`src/rtl/fetch_pkg.sv`:
```
// fetch_pkg: shared types and constants for the instruction fetch unit.
// Optional feature macro: FETCH_MISALIGN_CHECK_EN adds the FAULT state.
package fetch_pkg;

  localparam logic [31:0] PC_STEP  = 32'd4;
  localparam logic [31:0] INST_NOP = 32'h0000_0000;

  typedef enum logic [2:0] {
    ST_IDLE,
    ST_REQ,
    ST_HOLD,
    ST_DRAIN
`ifdef FETCH_MISALIGN_CHECK_EN
    , ST_FAULT
`endif
  } state_e;

  // Next-PC source select for fetch_pc_reg.
  typedef enum logic [1:0] {
    PC_HOLD,
    PC_INC,
    PC_REDIR
  } pc_sel_e;

endpackage

```
`src/rtl/fetch_if.sv`:
```
// fetch_if: instruction memory request/response bus.
//   req  : request valid (fetch -> memory)
//   addr : request address (fetch -> memory)
//   ack  : one-cycle response strobe (memory -> fetch), only while req=1
//   data : instruction word, valid with ack (memory -> fetch)
interface fetch_if;
  logic        req;
  logic [31:0] addr;
  logic        ack;
  logic [31:0] data;

  modport master (output req, addr, input ack, data);
  modport slave  (input req, addr, output ack, data);
endinterface

```
`src/rtl/fetch_pc_reg.sv`:
```
// fetch_pc_reg: program counter register with next-PC mux.
//   clock_i, rst_i : clock, async active-low reset (PC -> RESET_PC)
//   sel_i          : hold / +PC_STEP (wraps mod 2^32) / redirect
//   redir_pc_i     : redirect target
//   pc_o           : current PC
//   pc_next_o      : PC value after this edge
module fetch_pc_reg
  import fetch_pkg::*;
#(
  parameter logic [31:0] RESET_PC = 32'h0000_0000
) (
  input  logic        clock_i,
  input  logic        rst_i,
  input  pc_sel_e     sel_i,
  input  logic [31:0] redir_pc_i,
  output logic [31:0] pc_o,
  output logic [31:0] pc_next_o
);

  logic [31:0] pc_q, pc_d;

  always_comb begin
    pc_d = pc_q;
    case (sel_i)
      PC_INC:   pc_d = pc_q + PC_STEP;
      PC_REDIR: pc_d = redir_pc_i;
      default:  pc_d = pc_q;
    endcase
  end

  always_ff @(posedge clock_i or negedge rst_i) begin
    if (!rst_i) pc_q <= RESET_PC;
    else        pc_q <= pc_d;
  end

  assign pc_o      = pc_q;
  assign pc_next_o = pc_d;

endmodule

```
`src/rtl/fetch_unit.sv`:
```
// fetch_unit: single-outstanding instruction fetch stage.
//   clock_i, rst_i  : clock, async active-low reset
//   start_i         : level enable for fetching
//   stall_i         : downstream hold of the presented instruction
//   redirect_i      : taken branch/jump pulse, target in redirect_pc_i
//   imem            : instruction memory bus (fetch_if.master)
//   pc_o, inst_o    : presented instruction and its PC
//   valid_o         : pc_o/inst_o hold a live instruction
//   enable_o        : IF/ID load enable
//   flush_o         : IF/ID flush (copy of redirect_i)
//   misalign_o      : sticky misaligned-redirect fault (FETCH_MISALIGN_CHECK_EN only)
module fetch_unit
  import fetch_pkg::*;
#(
  parameter logic [31:0] RESET_PC = 32'h0000_0000
) (
  input  logic          clock_i,
  input  logic          rst_i,
  input  logic          start_i,
  input  logic          stall_i,
  input  logic          redirect_i,
  input  logic [31:0]   redirect_pc_i,
  fetch_if.master       imem,
  output logic [31:0]   pc_o,
  output logic [31:0]   inst_o,
  output logic          valid_o,
  output logic          enable_o,
  output logic          flush_o
`ifdef FETCH_MISALIGN_CHECK_EN
  , output logic        misalign_o
`endif
);

  state_e      state_q, state_d;
  pc_sel_e     pc_sel;
  logic [31:0] pc_cur, pc_next, rpc;
  logic [31:0] addr_q, pc_out_q, inst_q;
  logic        cap;

`ifdef FETCH_MISALIGN_CHECK_EN
  logic misal;
  assign rpc   = redirect_pc_i;
  assign misal = redirect_i & (|redirect_pc_i[1:0]);
`else
  logic unused_rpc_lsb;
  assign rpc            = {redirect_pc_i[31:2], 2'b00};
  assign unused_rpc_lsb = ^redirect_pc_i[1:0];
`endif

  fetch_pc_reg #(.RESET_PC(RESET_PC)) u_pc (
    .clock_i    (clock_i),
    .rst_i      (rst_i),
    .sel_i      (pc_sel),
    .redir_pc_i (rpc),
    .pc_o       (pc_cur),
    .pc_next_o  (pc_next)
  );

  // Redirect outranks ack, ack outranks stall. Acks are only looked at in
  // states that have a request outstanding.
  always_comb begin
    state_d = state_q;
    pc_sel  = PC_HOLD;
    cap     = 1'b0;
    case (state_q)
      ST_IDLE: begin
        if (redirect_i) begin
          pc_sel  = PC_REDIR;
          state_d = start_i ? ST_REQ : ST_IDLE;
        end else if (start_i) begin
          state_d = ST_REQ;
        end
      end
      ST_REQ: begin
        if (redirect_i) begin
          pc_sel  = PC_REDIR;
          // Acked data is stale; an unacked request must drain first.
          state_d = imem.ack ? ST_REQ : ST_DRAIN;
        end else if (imem.ack) begin
          cap     = 1'b1;
          state_d = ST_HOLD;
        end
      end
      ST_HOLD: begin
        if (redirect_i) begin
          pc_sel  = PC_REDIR;
          state_d = start_i ? ST_REQ : ST_IDLE;
        end else if (!stall_i) begin
          pc_sel  = PC_INC;
          state_d = start_i ? ST_REQ : ST_IDLE;
        end
      end
      ST_DRAIN: begin
        if (redirect_i)    pc_sel  = PC_REDIR;
        else if (imem.ack) state_d = ST_REQ;
      end
`ifdef FETCH_MISALIGN_CHECK_EN
      ST_FAULT: state_d = ST_FAULT;
`endif
      default: state_d = ST_IDLE;
    endcase
`ifdef FETCH_MISALIGN_CHECK_EN
    if (misal) begin
      state_d = ST_FAULT;
      pc_sel  = PC_HOLD;
      cap     = 1'b0;
    end
`endif
  end

  always_ff @(posedge clock_i or negedge rst_i) begin
    if (!rst_i) begin
      state_q  <= ST_IDLE;
      addr_q   <= 32'h0;
      pc_out_q <= 32'h0;
      inst_q   <= INST_NOP;
    end else begin
      state_q <= state_d;
      // A new request always issues at the post-edge PC; DRAIN keeps the
      // old address because it never transitions into REQ on redirect.
      if (state_d == ST_REQ) addr_q <= pc_next;
      if (cap) begin
        pc_out_q <= pc_cur;
        inst_q   <= imem.data;
      end
    end
  end

  assign imem.req  = (state_q == ST_REQ) || (state_q == ST_DRAIN);
  assign imem.addr = addr_q;
  assign pc_o      = pc_out_q;
  assign inst_o    = inst_q;
  // The held instruction is dead the moment a redirect arrives.
  assign valid_o   = (state_q == ST_HOLD) & ~redirect_i;
  assign enable_o  = valid_o & ~stall_i & ~redirect_i;
  assign flush_o   = redirect_i;
`ifdef FETCH_MISALIGN_CHECK_EN
  assign misalign_o = (state_q == ST_FAULT);
`endif

endmodule

```
`src/flat_wrapper.sv`:
```
// flat-port wrapper written by rule: the top's interface ports become plain ports
module fetch_unit_flat import fetch_pkg::*;
#(
  parameter logic [31:0] RESET_PC = 32'h0000_0000
)
  (clock_i, rst_i, start_i, stall_i, redirect_i, redirect_pc_i, pc_o, inst_o, valid_o, enable_o, flush_o, imem_req, imem_addr, imem_ack, imem_data);
  fetch_if imem_i ();
  input  logic clock_i;
  input  logic rst_i;
  input  logic start_i;
  input  logic stall_i;
  input  logic redirect_i;
  input  logic [31:0] redirect_pc_i;
  output logic [31:0] pc_o;
  output logic [31:0] inst_o;
  output logic valid_o;
  output logic enable_o;
  output logic flush_o;
  output wire logic [$bits(imem_i.req)-1:0] imem_req;
  output wire logic [$bits(imem_i.addr)-1:0] imem_addr;
  input wire logic [$bits(imem_i.ack)-1:0] imem_ack;
  input wire logic [$bits(imem_i.data)-1:0] imem_data;
  assign imem_req = imem_i.req;
  assign imem_addr = imem_i.addr;
  assign imem_i.ack = imem_ack;
  assign imem_i.data = imem_data;
  fetch_unit #(.RESET_PC(RESET_PC)) u_core (.clock_i(clock_i), .rst_i(rst_i), .start_i(start_i), .stall_i(stall_i), .redirect_i(redirect_i), .redirect_pc_i(redirect_pc_i), .imem(imem_i), .pc_o(pc_o), .inst_o(inst_o), .valid_o(valid_o), .enable_o(enable_o), .flush_o(flush_o));
endmodule
```
`config.mk`:
```
export PLATFORM = sky130hd
export DESIGN_NAME = fetch_unit_flat
export DESIGN_NICKNAME = d
export VERILOG_FILES = /design/src/rtl/fetch_pkg.sv /design/src/rtl/fetch_if.sv /design/src/rtl/fetch_pc_reg.sv /design/src/rtl/fetch_unit.sv /design/src/flat_wrapper.sv
export SDC_FILE = /design/constraint.sdc
export NUM_CORES = 1
export LEC_CHECK = 0
export ABC_AREA = 1
export BUFFER_PORTS_ARGS = -buffer_cell sky130_fd_sc_hd__buf_2
export CAP_MARGIN = 20
export CORE_MARGIN = 1.5
export CORE_UTILIZATION = 25
export CTS_CLUSTER_DIAMETER = 80
export DETAILED_ROUTE_END_ITERATION = 7
export PLACE_DENSITY_LB_ADDON = 0.15
export RECOVER_POWER = 100
export SYNTH_ARGS = -nofsm -noshare
export SYNTH_HDL_FRONTEND = slang
export SYNTH_SLANG_ARGS = --single-unit
```
`constraint.sdc`:
```
create_clock -name clock_i -period 4.5 [get_ports clock_i]
set_clock_uncertainty 0.1 [all_clocks]
set_input_delay 0.45 -clock clock_i [delete_from_list [all_inputs] [get_ports clock_i]]
set_output_delay 0.45 -clock clock_i [all_outputs]
set_load 0.02 [all_outputs]
```
Word level (Yosys, flattened, before mapping)
Index checks and enable logic that the tools add are counted.
{"block": "word_totals", "regBits": 131, "in_bits": 70, "out_inout_bits": 100, "elab_cells": 39}
{"block": "op_classes", "add_sub_neg": 1, "n_eq_ne": 6, "muxes": 19, "bitwise_logic": 5, "n_reduce_logical": 3}
{"operator": "one-hot mux 32 bit (2 select lines)", "count": 1}
{"operator": "adder 32 x 3 -> 32 bit, second input constant", "count": 1}
{"operator": "two-way mux 3 bit", "count": 8}
{"operator": "one-hot mux 3 bit (4 select lines)", "count": 1}
{"operator": "== test 3 x 1 -> 1 bit, second input constant", "count": 2}
{"operator": "== test 3 x 2 -> 1 bit, second input constant", "count": 2}
{"operator": "two-way mux 2 bit", "count": 3}
{"operator": "two-way mux 1 bit", "count": 5}
{"operator": "one-hot mux 2 bit (2 select lines)", "count": 1}
{"operator": "bitwise AND 1 bit", "count": 3}
{"operator": "logical NOT 3 bit", "count": 1}
{"operator": "OR reduction 3 bit", "count": 1}
{"operator": "== test 2 x 1 -> 1 bit, second input constant", "count": 1}
{"operator": "== test 2 bit, second input constant", "count": 1}
{"operator": "NOT 1 bit", "count": 2}
{"operator": "logical OR 1 bit", "count": 1}

Longest topological paths before layout
{"block": "depth", "ltp_word": 5, "depth_mapped": 13}

Hierarchy
A second synthesis with hierarchy kept.
{"block": "unflattened", "hier_cells": 836, "hier_area_um2": 6487.5}
{"module": "fetch_unit", "n_inst": 1, "cells_each": 459, "area_per_inst_um2": 4095.2}
{"module": "fetch_pc_reg", "n_inst": 1, "cells_each": 377, "area_per_inst_um2": 2392.3}

Worst setup path before layout
OpenSTA, ideal clock, no wires.
{"block": "synth_path", "path_type": "reg-to-reg", "start": "register u_core.state_q[2]", "end": "register u_core.addr_q[19], in the netlist u_core.imem.addr[19]", "setup_time_ps": 117, "arrival_ps": 2043, "required_time_ps": 4283, "slack_ps": 2240, "path_stages_with_launch": 13, "path_buffers": 3, "synth_period_minus_slack_ps": 2260, "path_cell_list": "dfrtp_1 > nor3_2 > inv_1 > nor3_1 > inv_1 > ha_1 > buf_2 > buf_2 > buf_1 > a21oi_1 > nand2_1 > nand3_1 > nand2_1"}
{"block": "synth_via", "elab_chain_cells": 5, "word_cells_on_any_way": 19, "cone_classes": "eq/ne (6); mux (11); reduce/logical (2)"}
{"element": "from (decl)", "line": "fetch_unit.sv:34", "source": "state_e state_q, state_d;"}
{"element": "from (signal assigned)", "line": "fetch_unit.sv:118", "source": "state_q <= state_d;"}
{"element": "== test 3 x 2 -> 1 bit (tied with other cells)", "line": "fetch_unit.sv:65", "source": "case (state_q)"}
{"element": "OR reduction 3 bit (no source line)"}
{"element": "one-hot mux 2 bit (2 select lines)", "line": "fetch_unit.sv:65"}
{"element": "== test 2 bit / == test 2 x 1 -> 1 bit (equally long branches)", "line": "fetch_pc_reg.sv:24", "source": "case (sel_i)"}
{"element": "one-hot mux 32 bit (2 select lines)", "line": "fetch_pc_reg.sv:24"}
{"element": "to (signal assigned)", "line": "fetch_unit.sv:121", "source": "if (state_d == ST_REQ) addr_q <= pc_next;"}
{"element": "to (decl)", "line": "fetch_unit.sv:37", "source": "logic [31:0] addr_q, pc_out_q, inst_q;"}
Several ways; a longest one is shown, not always the timed one.
A chain may end at the register's enable or synchronous reset.

Worst setup path in the final report
{"block": "layout_path", "start": "register u_core.state_q[0]", "end": "register u_core.inst_q[10], in the netlist u_core.inst_o[10]"}
{"block": "layout_via", "elab_chain_cells": 2}
{"element": "== test 3 x 1 -> 1 bit", "line": "fetch_unit.sv:65"}
{"element": "two-way mux 1 bit", "line": "fetch_unit.sv:65"}
{"element": "to (signal assigned)", "line": "fetch_unit.sv:124", "source": "inst_q <= imem.data;"}
{"element": "to (decl)", "line": "fetch_unit.sv:37"}
No other way between the ends.

==> results.md <==
* Failing checks: max-capacitance violations, max-slew violations
* Critical path launch point type: flip-flop
* Initial Util at between 20% and 30%
* H-tree levels at 4
* CP Capture Type: flip-flop
* Setup TNS at 0 ns
* CTS tree: yes
* Gr ovfl total at 0
* Synth top area cells: dfrtp_1, nand2_1, mux2_2
* Final Slew Violations at 40
* Flop pwr share at 40.3%
* Layout cells sized above 1 at 18.3%
* Switch share at approximately a third
* Crit path largest cell delay at 1.04 ns
* Global-route wire length before repair at 28900 um
* Clock transition at the registers of the reported paths at roughly 0.06 ns
* Placed wire-length estimate at 13500 um
* Core area at approximately 24000 um^2
* Crit-path slowest cell: clkbuf_2
* CP Max Fanout at between 60 and 70
* Fmax at 311 MHz
* Antenna Violating Nets Remaining at 0
* CP cell instances: inv_1 > nor3_1 > nand2_1 > clkbuf_2 > mux2_2
* CTS Root Cell: clkbuf_16
* GRT Total Usage at 14.7%
* Pwr dens at 505 nW/um^2
* RSZ-0062 raised after global routing: no
* Cell Area, Synth at ~6200 um^2
* Post-CTS setup buffers at 0
* Fin worst setup slack at between 1 and 1.5 ns
* Yosys reg bits at 131
* Slew headroom at -40.2%
* Die extent in y at roughly 160 um
* Least-Margin Pin Slew at about 2.1 ns
* Ys flop type: dfrtp_1
* Synth unique cells at 34
* DIE AREA at 25800 um^2
* Clk pwr share at 36.1%
* Fin. Hold Viols at 0
* Period utilization at 71.4%
* Net count after synthesis at 783
* Register area share after synthesis at 52.8%
* Synth top area share at 52.8%
* Pleak at 3.63 nW
* Via density at roughly 4.3
* 1st-iter DRT viols at 248
* Register Area at 3280 um^2
* Synth area leader: dfrtp_1
* Design area at 7780 um^2
* Number of synthesized flops with an enable pin at 0
* Clock Latency Late Sink at 0.42 ns
* Largest net degree at the start of global routing at 68
* Asr flop ratio synth at 100%
* Fin crit period at 3.21 ns
* Final net count at 947
* Place WS at 1.56 ns
* Post-Route WL at between 15000 and 20000 um
* Cell Rows at 57
* Drt drc at 0
* Status: finished with violations
* I/O pins at between 150 and 200
* Vias in the first global route at 5064
* P&R area growth vs syn at 25.3%
* Initial antenna violation count at 2
* Port bufs at roughly 170
* WL/cell at 15.1 um
* Yosys warnings at 0
* CP required at 4.69 ns
* CTS buffer count at 17
* Pre-Repair DR Iteration Count at 4
* Non-filler cells, final at 1212
* WP data arrival at about 3.4 ns
* Hold crit path type: input port to flip-flop
* Post-Syn Instances at 710
* MaxCap Viol Count at 1
* Max rail drop VDD at 0.197 mV
* Internal power at 2.59 mW
* Area of the multi-input gates at between 2000 and 3000 um^2
* Via count at roughly 5200
* Clock Sink Count at 131
* DIE WIDTH at between 150 and 200 um
* Switching power at 1.34 mW
* Critical path class: flip-flop to flip-flop
* Fillcell total at between 2000 and 3000
* Placer Congestion at ~0.79
* Syn_area_per_cell at 8.75 um^2
* Placed inst area at 7340 um^2
* # setup viols final at 0
* Combinational share of power at between 20% and 30%
* Cell count after placement at around 1200
* Clk buf depth at 2
* Power, Total at slightly below 4 mW
==> worst max-delay path: cells and delay by family (launching register included) <==
kind	cells	cell delay [ns]
muxes	1	0.42
DFF	1	0.38
and+or+nand+nor	2	1.00
buffers and inverters	2	1.14
==> routing by layer <==
metal	global-route usage [%]	vias up	share of wire [%]
met4	5.61	2	1.2
met5	0	-	0.065
met3	3.77	13	6.0
li1	-	2630	-
met2	20.5	160	41
met1	21.6	2374	51
==> power groups by stage <==
| stage | Combinational [mW] | Sequential [mW] | Clock (mW) |
|---|---|---|---|
| final | 0.926 | 1.58 | 1.42 |
| after global placement | 1.01 | 1.59 | 0 |
| after floorplan | 0.340 | 1.86 | 0 |
| after detailed placement | 1.01 | 1.60 | 0 |
| after global routing | 1.02 | 1.62 | 1.53 |
| after CTS | 1.01 | 1.58 | 1.47 |
==> sequential cells by signal, summed over array words and instances, names as in the netlist <==
register and flops:
u_core.pc_o 32, u_core.u_pc.pc_o 32, u_core.imem.addr 32, u_core.state_q 3, u_core.inst_o 32
==> cells in the final DEF, fill, tap and decap left out, drive strengths merged <==
cell type and count:
a21boi 13, a21oi 38, a22oi 5, a31oi 1, a32oi 1, and2 3
buf 72, bufinv 2, clkbuf 123, clkinv 4, clkinvlp 4, conb 1
dfrtp 131, diode 1, dlygate4sd3 1, ha 3, inv 55, mux2 32
nand2 227, nand3 56, nand3b 1, nor2 58, nor3 7, o211ai 1
o21ai 48
==> what timing repair did <==
action / CTS / global route
resized for setup: 0 / 0
endpoints found under the hold margin: 48 / 0
hold buffers: 1 / 0
==> kinds of logic after synthesis <==
logic type,count (synthesis),synth area share (%)
adders and majority gates,3,0.604
DFF,131,52.8
and+or+nand+nor,352,24.9
buffers and inverters,84,6.06
AOI/OAI and AO/OA,107,9.85
other,1,0.0604
muxes,32,5.80
==> stage by stage <==
| stage | hold slack (ns) | utilization, % |
|---|---|---|
| after floorplan | 0.0544 | - |
| after global placement | 0.352 | 30.2 |
| after detailed placement | 0.356 | 30.2 |
| after CTS | 0.139 | 32.7 |
| after global routing | 0.143 | 32.0 |
| final | 0.167 | 32.0 |
==> final cells by class <==
cell class | count | area share [%]
inverters | 54 | 2.64
diodes | 1 | 0.0322
flip-flops and latches | 131 | 42.1
clock inverters | 11 | 1.62
well taps | 324 | 5.21
multi-input cells | 495 | 32.3
repair buffers | 175 | 9.94
clock buffers | 21 | 6.17
==> path summary, 6_finish.rpt <==
path / slack (ns) / from / cells after the start / end
min in group asynchronous: 0.46 / rst_i / 2 / u_core.inst_o[26]
min: 0.17 / imem_data[3] / 2 / u_core.inst_o[3]
min reg2reg: 0.37 / u_core.imem.addr[3] / 2 / u_core.imem.addr[3]
max: 1.29 / u_core.state_q[0] / 5 / u_core.inst_o[10]
max in group asynchronous: 1.45 / rst_i / 3 / u_core.inst_o[6]
max reg2reg: 1.29 / u_core.state_q[0] / 5 / u_core.inst_o[10]
==> Yosys cell counts (7+ instances only) <==
master      n
nor2_4      8
inv_1      50
a21boi_1   10
buf_2      11
nand3_1    55
mux2_2     32
nor2_2      7
dfrtp_1   131
nor2_1     43
nand2_1   220
a21oi_1    33
o21ai_1     9
clkbuf_1    9
o21ai_0    39
Power figures use the tool's default switching activity.
